### src/rtl/riscv_pkg.sv
// Shared RISC-V decode definitions: immediate format selector encoding and the
// occupancy states of the registered immediate stage.
package riscv_pkg;

  localparam int IMM_SRC_W = 3;
  localparam int INSTR_W   = 32;

  typedef enum logic [IMM_SRC_W-1:0] {
    IMM_I = 3'd0,
    IMM_S = 3'd1,
    IMM_B = 3'd2,
    IMM_J = 3'd3,
    IMM_U = 3'd4
  } imm_src_e;

  // Encoded as {main_vld, skid_vld}; 2'b01 (skid without main) is unreachable.
  typedef enum logic [1:0] {
    ST_EMPTY = 2'b00,
    ST_FULL  = 2'b10,
    ST_SKID  = 2'b11
  } pipe_state_e;

endpackage

### src/rtl/imm_gen_pipe_if.sv
// Stream bundle for the immediate stage: upstream instr/imm_src/tag with
// valid/ready, downstream imm/illegal/tag with valid/ready.
interface imm_gen_pipe_if #(
  parameter int XLEN  = 32,
  parameter int TAG_W = 32
);
  import riscv_pkg::*;

  logic                 in_valid;
  logic                 in_ready;
  logic [INSTR_W-1:0]   instr;
  logic [IMM_SRC_W-1:0] imm_src;
  logic [TAG_W-1:0]     in_tag;

  logic                 out_valid;
  logic                 out_ready;
  logic [XLEN-1:0]      out_imm;
  logic                 out_illegal;
  logic [TAG_W-1:0]     out_tag;

  // master: decode front-end plus execute-side consumer; slave: the stage itself
  modport master (
    output in_valid, instr, imm_src, in_tag, out_ready,
    input  in_ready, out_valid, out_imm, out_illegal, out_tag
  );

  modport slave (
    input  in_valid, instr, imm_src, in_tag, out_ready,
    output in_ready, out_valid, out_imm, out_illegal, out_tag
  );

endinterface

### src/rtl/imm_decode.sv
// Combinational RISC-V immediate extractor for the I/S/B/J/U formats,
// sign-extended from instr[31] to XLEN; unknown selectors give zero and a flag.
module imm_decode
  import riscv_pkg::*;
#(
  parameter int XLEN = 32
) (
  input  logic [INSTR_W-1:0]   i_instr,
  input  logic [IMM_SRC_W-1:0] i_imm_src,
  output logic [XLEN-1:0]      o_imm,
  output logic                 o_illegal
);

  if (XLEN != 32 && XLEN != 64) begin : g_bad_xlen
    $error("imm_decode: XLEN must be 32 or 64");
  end

  logic [31:0] w_imm32;

  // NOTE: every output of this block is given a default first so no path
  // through the case leaves a signal unassigned (which would infer a latch).
  always_comb begin
    w_imm32   = '0;
    o_illegal = 1'b0;
    case (i_imm_src)
      IMM_I:   w_imm32 = {{20{i_instr[31]}}, i_instr[31:20]};
      IMM_S:   w_imm32 = {{20{i_instr[31]}}, i_instr[31:25], i_instr[11:7]};
      IMM_B:   w_imm32 = {{19{i_instr[31]}}, i_instr[31], i_instr[7],
                          i_instr[30:25], i_instr[11:8], 1'b0};
      IMM_J:   w_imm32 = {{11{i_instr[31]}}, i_instr[31], i_instr[19:12],
                          i_instr[20], i_instr[30:21], 1'b0};
      IMM_U:   w_imm32 = {i_instr[31:12], 12'b0};
      default: o_illegal = 1'b1;
    endcase
  end

  // Bit 31 of every format is instr[31], so one sign extension covers XLEN=64.
  assign o_imm = XLEN'(signed'(w_imm32));

endmodule

### src/rtl/imm_gen_pipe.sv
// Registered immediate stage with a one-entry skid buffer: decodes on accept,
// presents the result one cycle later and never drops a transaction under stall.
module imm_gen_pipe
  import riscv_pkg::*;
#(
  parameter int XLEN  = 32,
  parameter int TAG_W = 32
) (
  input logic           clk,
  input logic           rst_n,
  imm_gen_pipe_if.slave bus
);

  typedef struct packed {
    logic [XLEN-1:0]  imm;
    logic             illegal;
    logic [TAG_W-1:0] tag;
  } entry_t;

  pipe_state_e r_state;
  pipe_state_e w_state_nxt;
  entry_t      r_main;
  entry_t      r_skid;
  entry_t      w_new;

  logic [XLEN-1:0] w_dec_imm;
  logic            w_dec_illegal;
  logic            w_main_vld;
  logic            w_skid_vld;
  logic            w_in_ready;
  logic            w_in_fire;
  logic            w_load_main_new;
  logic            w_load_main_skid;
  logic            w_load_skid;

  imm_decode #(.XLEN(XLEN)) u_imm_decode (
    .i_instr   (bus.instr),
    .i_imm_src (bus.imm_src),
    .o_imm     (w_dec_imm),
    .o_illegal (w_dec_illegal)
  );

  assign w_new = '{imm: w_dec_imm, illegal: w_dec_illegal, tag: bus.in_tag};

  assign w_main_vld = r_state[1];
  assign w_skid_vld = r_state[0];
  // Ready depends only on registered state, never on out_ready.
  assign w_in_ready = rst_n & ~w_skid_vld;
  assign w_in_fire  = bus.in_valid & w_in_ready;

  always_comb begin
    w_state_nxt      = r_state;
    w_load_main_new  = 1'b0;
    w_load_main_skid = 1'b0;
    w_load_skid      = 1'b0;
    case (r_state)
      ST_EMPTY: begin
        if (w_in_fire) begin
          w_state_nxt     = ST_FULL;
          w_load_main_new = 1'b1;
        end
      end
      ST_FULL: begin
        if (w_in_fire && bus.out_ready) begin
          w_load_main_new = 1'b1;
        end else if (w_in_fire) begin
          w_state_nxt = ST_SKID;
          w_load_skid = 1'b1;
        end else if (bus.out_ready) begin
          w_state_nxt = ST_EMPTY;
        end
      end
      ST_SKID: begin
        if (bus.out_ready) begin
          w_state_nxt      = ST_FULL;
          w_load_main_skid = 1'b1;
        end
      end
      default: w_state_nxt = ST_EMPTY;
    endcase
  end

  // NOTE: state and data registers use non-blocking assignments so every
  // flop samples pre-edge values regardless of block evaluation order.
  always_ff @(posedge clk) begin
    if (!rst_n) begin
      r_state <= ST_EMPTY;
    end else begin
      r_state <= w_state_nxt;
    end
  end

  // NOTE: the data registers are reset too, because the output bus must read
  // zero after reset and a stale skid entry must never resurface.
  always_ff @(posedge clk) begin
    if (!rst_n) begin
      r_main <= '0;
      r_skid <= '0;
    end else begin
      if (w_load_main_new) begin
        r_main <= w_new;
      end else if (w_load_main_skid) begin
        r_main <= r_skid;
      end
      if (w_load_skid) begin
        r_skid <= w_new;
      end
    end
  end

  assign bus.in_ready    = w_in_ready;
  assign bus.out_valid   = w_main_vld;
  assign bus.out_imm     = r_main.imm;
  assign bus.out_illegal = r_main.illegal;
  assign bus.out_tag     = r_main.tag;

  a_skid_implies_main : assert property (
    @(posedge clk) disable iff (!rst_n) (w_skid_vld -> w_main_vld)
  );

endmodule

### src/flat_wrapper.sv
// flat-port wrapper written by rule: the top's interface ports become plain ports
module imm_gen_pipe_flat import riscv_pkg::*;
#(
  parameter int XLEN  = 32,
  parameter int TAG_W = 32
)
  (clk, rst_n, bus_in_valid, bus_instr, bus_imm_src, bus_in_tag, bus_out_ready, bus_in_ready, bus_out_valid, bus_out_imm, bus_out_illegal, bus_out_tag);
  imm_gen_pipe_if #(.XLEN(XLEN), .TAG_W(TAG_W)) bus_i ();
  input logic clk;
  input logic rst_n;
  input wire logic [$bits(bus_i.in_valid)-1:0] bus_in_valid;
  input wire logic [$bits(bus_i.instr)-1:0] bus_instr;
  input wire logic [$bits(bus_i.imm_src)-1:0] bus_imm_src;
  input wire logic [$bits(bus_i.in_tag)-1:0] bus_in_tag;
  input wire logic [$bits(bus_i.out_ready)-1:0] bus_out_ready;
  output wire logic [$bits(bus_i.in_ready)-1:0] bus_in_ready;
  output wire logic [$bits(bus_i.out_valid)-1:0] bus_out_valid;
  output wire logic [$bits(bus_i.out_imm)-1:0] bus_out_imm;
  output wire logic [$bits(bus_i.out_illegal)-1:0] bus_out_illegal;
  output wire logic [$bits(bus_i.out_tag)-1:0] bus_out_tag;
  assign bus_i.in_valid = bus_in_valid;
  assign bus_i.instr = bus_instr;
  assign bus_i.imm_src = bus_imm_src;
  assign bus_i.in_tag = bus_in_tag;
  assign bus_i.out_ready = bus_out_ready;
  assign bus_in_ready = bus_i.in_ready;
  assign bus_out_valid = bus_i.out_valid;
  assign bus_out_imm = bus_i.out_imm;
  assign bus_out_illegal = bus_i.out_illegal;
  assign bus_out_tag = bus_i.out_tag;
  imm_gen_pipe #(.XLEN(XLEN), .TAG_W(TAG_W)) u_core (.clk(clk), .rst_n(rst_n), .bus(bus_i));
endmodule
### config.mk
export PLATFORM = sky130hd
export DESIGN_NAME = imm_gen_pipe_flat
export DESIGN_NICKNAME = d
export VERILOG_FILES = /design/src/rtl/riscv_pkg.sv /design/src/rtl/imm_gen_pipe_if.sv /design/src/rtl/imm_decode.sv /design/src/rtl/imm_gen_pipe.sv /design/src/flat_wrapper.sv
export SDC_FILE = /design/constraint.sdc
export NUM_CORES = 1
export LEC_CHECK = 0
export CORE_UTILIZATION = 54
export DETAILED_ROUTE_END_ITERATION = 16
export GPL_TIMING_DRIVEN = 0
export PLACE_DENSITY = 0.95
export SETUP_SLACK_MARGIN = 0.15
export SYNTH_ARGS = -nofsm -noshare
export SYNTH_HDL_FRONTEND = slang
export SYNTH_SLANG_ARGS = --single-unit
### constraint.sdc
create_clock -name clk -period 5.5 [get_ports clk]
set_clock_uncertainty 0.05 [all_clocks]
set_input_delay 0.825 -clock clk [delete_from_list [all_inputs] [get_ports clk]]
set_output_delay 0.825 -clock clk [all_outputs]
set_load 0.02 [all_outputs]
# == Word level (Yosys, flattened, before mapping) ==
# Cells that the tools add are included.
# word_totals
reg_bits,132
inputBits,71
out_inout_bits,67
elab_cells,43
# classes
eq_ne,10
n_mux,17
bitwise_logic,3
n_reduce_logical,6
# op_table
cell,count
$pmux W32 S5,1
$mux W65,2
$mux W2,5
$mux W1,7
$eq A3 B2 Y1 const B,2
$pmux W2 S3,1
$reduce_or A5 Y1,1
$eq A2 B2 Y1 const B,2
$ne A2 B2 Y1 const B,2
$reduce_and A4 Y1,1
$eq A3 B1 Y1 const B,1
$eq A3 B3 Y1 const B,1
$logic_not A3 Y1,1
$ne A3 B2 Y1 const B,1
$and A1 B1 Y1,2
$logic_not A2 Y1,1
$ne A2 B1 Y1 const B,1
$pmux W1 S2,1
$reduce_bool A2 Y1,1
$logic_and A1 B1 Y1,1
$not A1 Y1,1

# == Depth between registers and ports, before layout ==
# logic_depth
depth_word,7
ltp_mapped,9
ltp_nobuf,6

# == Hierarchy ==
# From an unflattened synthesis, not the netlist that was laid out.
# unflattened
cells_unflattened,750
hier_area_um2,6431.2
# modules_own_cells
module,instances,cells_each,area_per_inst_um2
imm_gen_pipe,1,678,5984.5
imm_decode,1,72,446.7

# == Worst setup path before layout ==
# Ideal clock, no wire load.
# synth_timing
path_kind,input -> output
start,input rst_n
end,output bus_in_ready
arrival_ps,1722
required_time_ps,4625
path_slack_ps,2903
cell_stages,5
path_buffers,3
cell_sequence,buf_4 -> inv_1 -> clkbuf_1 -> clkbuf_1 -> nor2_1
# synth_between
elab_chain_cells,1
# synth_rtl
item,line,source
start: declaration,flat_wrapper.sv:10,input logic rst_n;
$and A1 B1 Y1,imm_gen_pipe.sv:48,assign w_in_ready = rst_n & ~w_skid_vld;
end: declaration,flat_wrapper.sv:16,output wire logic [$bits(bus_i.in_ready)-1:0] bus_in_ready;
# No other way between the ends.

# == Worst setup path after layout ==
# Same ends and word-level chain as after synthesis.

==> results.py <==
metrics = {
    "cells_and_area": {
        "fin_area_um2": 7790,
        "drive_gt1_share_pct": 7.35,
        "nFillCells": 710,
        "antenna_cells": 0,
        "final_nets": 933,
        "areaGrowthSynthToFinish_pct": 35.9,
        "final-seq-area_um2": 2640,
        "multi_input_area_um2": 2740,
    },
    "grt": {
        "grtUsageMet3_pct": 7.24,
        "grt_max_degree": 17,
        "grtUsageTotal_pct": 34.1,
        "grt_use_met1_pct": 40.7,
        "grt_pass1_vias": 6067,
        "globalRouteOverflowTotal": 0,
        "busiest_layer": "met2",
        "use_met2_pct": 56.5,
        "grt_pass1_wl_mm": 29.9,
        "antenna_found_initial": 0,
    },
    "timing": {
        "setup-violations-final": 0,
        "finalCritPeriodShare_pct": 63.7,
        "finalCriticalPeriod_ps": 3500,
        "report.final.slew_viol_count": 0,
        "rsz0062_at_grt": "no",
        "max_freq_ghz": 0.285,
        "worst_pin_slew_ps": 654,
        "slew_headroom_pct": 56.4,
        "setup_tns_ps": 0,
        "hold_violations": 0,
    },
    "placement": {
        "gp_congestion": 0.948,
        "dp_hpwl_mm": 12.2,
        "port_buffers": 128,
        "place_area_um2": 7180,
    },
    "run_status": {
        "status": "complete, no violations",
    },
    "synthesis": {
        "synth.avg_cell_area_um2": 8.06,
        "yosysWarnings": 0,
        "synth_edf_count": 0,
        "syn_inst": 711,
        "synthesis.nets": 786,
        "synth-async-reset-ratio_pct": 0,
        "netlist_area_um2": 5730,
        "synth_seq_area_share_pct": 46.1,
        "synth.distinct_cells": 33,
        "ys_seq_elements": 132,
        "synthFlopType": "dfxtp_1",
    },
    "floorplan": {
        "dieArea_um2": 11000,
        "die_h_um": 105,
        "fp-row-count": 37,
        "die_x_um": 105,
        "core_area_um2": 10300,
        "start_util_pct": 55.5,
        "ios": 138,
    },
    "critical_path": {
        "cp_common_cell": "clkbuf_1",
        "reg2reg_depth": 8,
        "cp.buffers_inverters": 5,
        "cp_slowest_cell": "clkdlybuf4s50_1",
        "cp.required_ps": 4620,
        "rr_endpoint": "u_core.bus.out_tag[28]",
        "reg2reg_slack_ps": 3100,
        "path_cells": "buf_4 -> inv_1 -> clkbuf_1 -> clkbuf_1 -> nor2_1 -> clkdlybuf4s50_1",
        "timing.rr.start": "u_core.r_state[0]",
        "critPathMaxStageDelay_ps": 560,
        "worst-endpoint-arrival_ps": 2630,
        "crit_path_end_kind": "output pin",
        "cp-start-kind": "primary input",
        "critical-path-top-delay-family": "buffers and inverters",
        "critical_path.max_fanout": 10,
        "path_class": "primary input to output pin",
    },
    "clock_tree": {
        "insertion_delay_ps": 530,
        "postCtsHoldBufs": 0,
        "cts_buffer_depth": 2,
        "ctsResizeCount": 0,
        "clock-sinks": 132,
        "cts_buffers": 17,
        "clkSlewWorstSetupHoldPaths_ps": 60,
        "root_buffer": "clkbuf_8",
        "cts_tree": "yes",
        "htreeDepth": 4,
        "post-cts-setup-buffers": 0,
    },
    "drt": {
        "avgRoutedWirePerCell_um": 18.4,
        "dr.pass1.iters": 5,
        "first_iter_violations": 636,
        "finalWirelength_mm": 18.6,
        "vias": 6287,
        "viasPerCell": 6.24,
        "ant_nets": 0,
        "drc": 0,
    },
    "power": {
        "peakVddDrop_mv": 0.277,
        "finalPower_mw": 3.00,
        "power_leakage_nw": 2.84,
        "power_per_cell_area_nw_per_um2": 386,
    },
    "worst_hold_path": {
        "hp-class": "register to register",
        "worstHoldStart": "u_core.r_skid[41]",
        "whs_endpoint": "u_core.r_skid[41]",
        "whs_path_depth": 2,
    },
    "run": {
        "maxCapViolations": 0,
    },
}
final cells by class:
| cell class | count | area share (%) |
|---|---|---|
| flip-flops and latches | 132 | 33.9 |
| multi-input cells | 496 | 35.1 |
| inverters | 9 | 0.434 |
| repair buffers | 128 | 16.4 |
| well taps | 136 | 2.18 |
| plain buffers | 74 | 4.10 |
| clock inverters | 15 | 2.44 |
| clock buffers | 17 | 5.32 |
report_power, final:
part           switching (mW)  internal [mW]  total, mW
Combinational           0.402          0.313      0.715
Clock                   0.463          0.703       1.17
Sequential             0.0641           1.06       1.12
through the flow:
step	utilization [%]	hold WS [ps]	cells	setup slack, ps
detailed placement	69.6	397	975	2070
global placement	69.6	390	975	2110
CTS	75.4	404	1007	2060
finish	75.4	406	1007	2000
floorplan	-	382	711	2900
global route	75.4	422	1007	1930
placed cells by master, fill, tap and decap left out, types with 2 or more instances in the layout:
cell type and instances:
a211oi_1 36, a31oi_1 8, nor2b_1 4, bufinv_16 3, clkinv_4 2, mux2_2 9, inv_1 9, inv_6 8
buf_6 2, nand3_1 59, nor2_1 49, clkbuf_1 50, o22a_1 8, nand2_1 127, buf_2 18, dfxtp_1 132
o21ai_0 27, clkbuf_16 16, o31ai_1 4, and3_1 22, mux2i_1 9, buf_1 3, a311oi_1 34, a21oi_1 79
or3_1 7, clkdlybuf4s50_1 128, ha_1 4
registers in the layout (all words and copies together) (netlist names):
name                    count
u_core.r_skid              65
u_core.bus.out_imm         32
u_core.bus.out_illegal      1
u_core.r_state              2
u_core.bus.out_tag         32
worst reg2reg max path, delay by kind of cell, from the launching register on:
kind | cells | cell delay (ps)
buffers and inverters | 3 | 770
AOI/OAI and AO/OA | 2 | 520
DFF | 1 | 460
adders and majority gates | 1 | 260
and+or+nand+nor | 2 | 240
cells in the mapped netlist, types with 2 or more instances:
library cell,count,area (um2)
buf_6,2,22.5
mux2_2,9,101
a31oi_1,8,50.1
and3_1,22,138
or3_1,7,43.8
clkbuf_1,50,188
buf_1,3,11.3
o21ai_0,27,135
ha_1,4,50.1
o22a_1,8,70.1
a311oi_1,34,298
a21oi_1,79,395
dfxtp_1,132,2640
nor2b_1,4,25.0
nand2_1,127,477
nand3_1,59,295
nor2_1,49,184
a211oi_1,36,270
inv_1,9,33.8
o31ai_1,4,30.0
buf_2,18,90.1
mux2i_1,9,90.1
cell families (layout without fill, tap and decap cells):
group                      count (synthesis)  after routing  share of synthesized area, %
AOI/OAI and AO/OA                        197            197                          21.9
xor gates and xnor gates                   1              1                         0.153
adders and majority gates                  4              4                         0.873
buffers and inverters                     83            243                          6.15
DFF                                      132            132                          46.1
muxes                                     18             18                          3.34
and+or+nand+nor                          276            276                          21.5
per-layer routing:
layer,vias up,part of all wire (%)
met3,104,10
met2,467,46
met5,-,0
met1,2900,39
li1,2816,-
met4,0,4.8
how the worst max path moves through the flow:
stage | startpoint | endpoint | cells after the start
after floorplan | rst_n | bus_in_ready | 5
after global placement | rst_n | bus_in_ready | 6
after detailed placement | rst_n | bus_in_ready | 6
after CTS | rst_n | bus_in_ready | 6
after global routing | rst_n | bus_in_ready | 6
final | rst_n | bus_in_ready | 6
No activity file was read; power rests on OpenSTA's default activity.
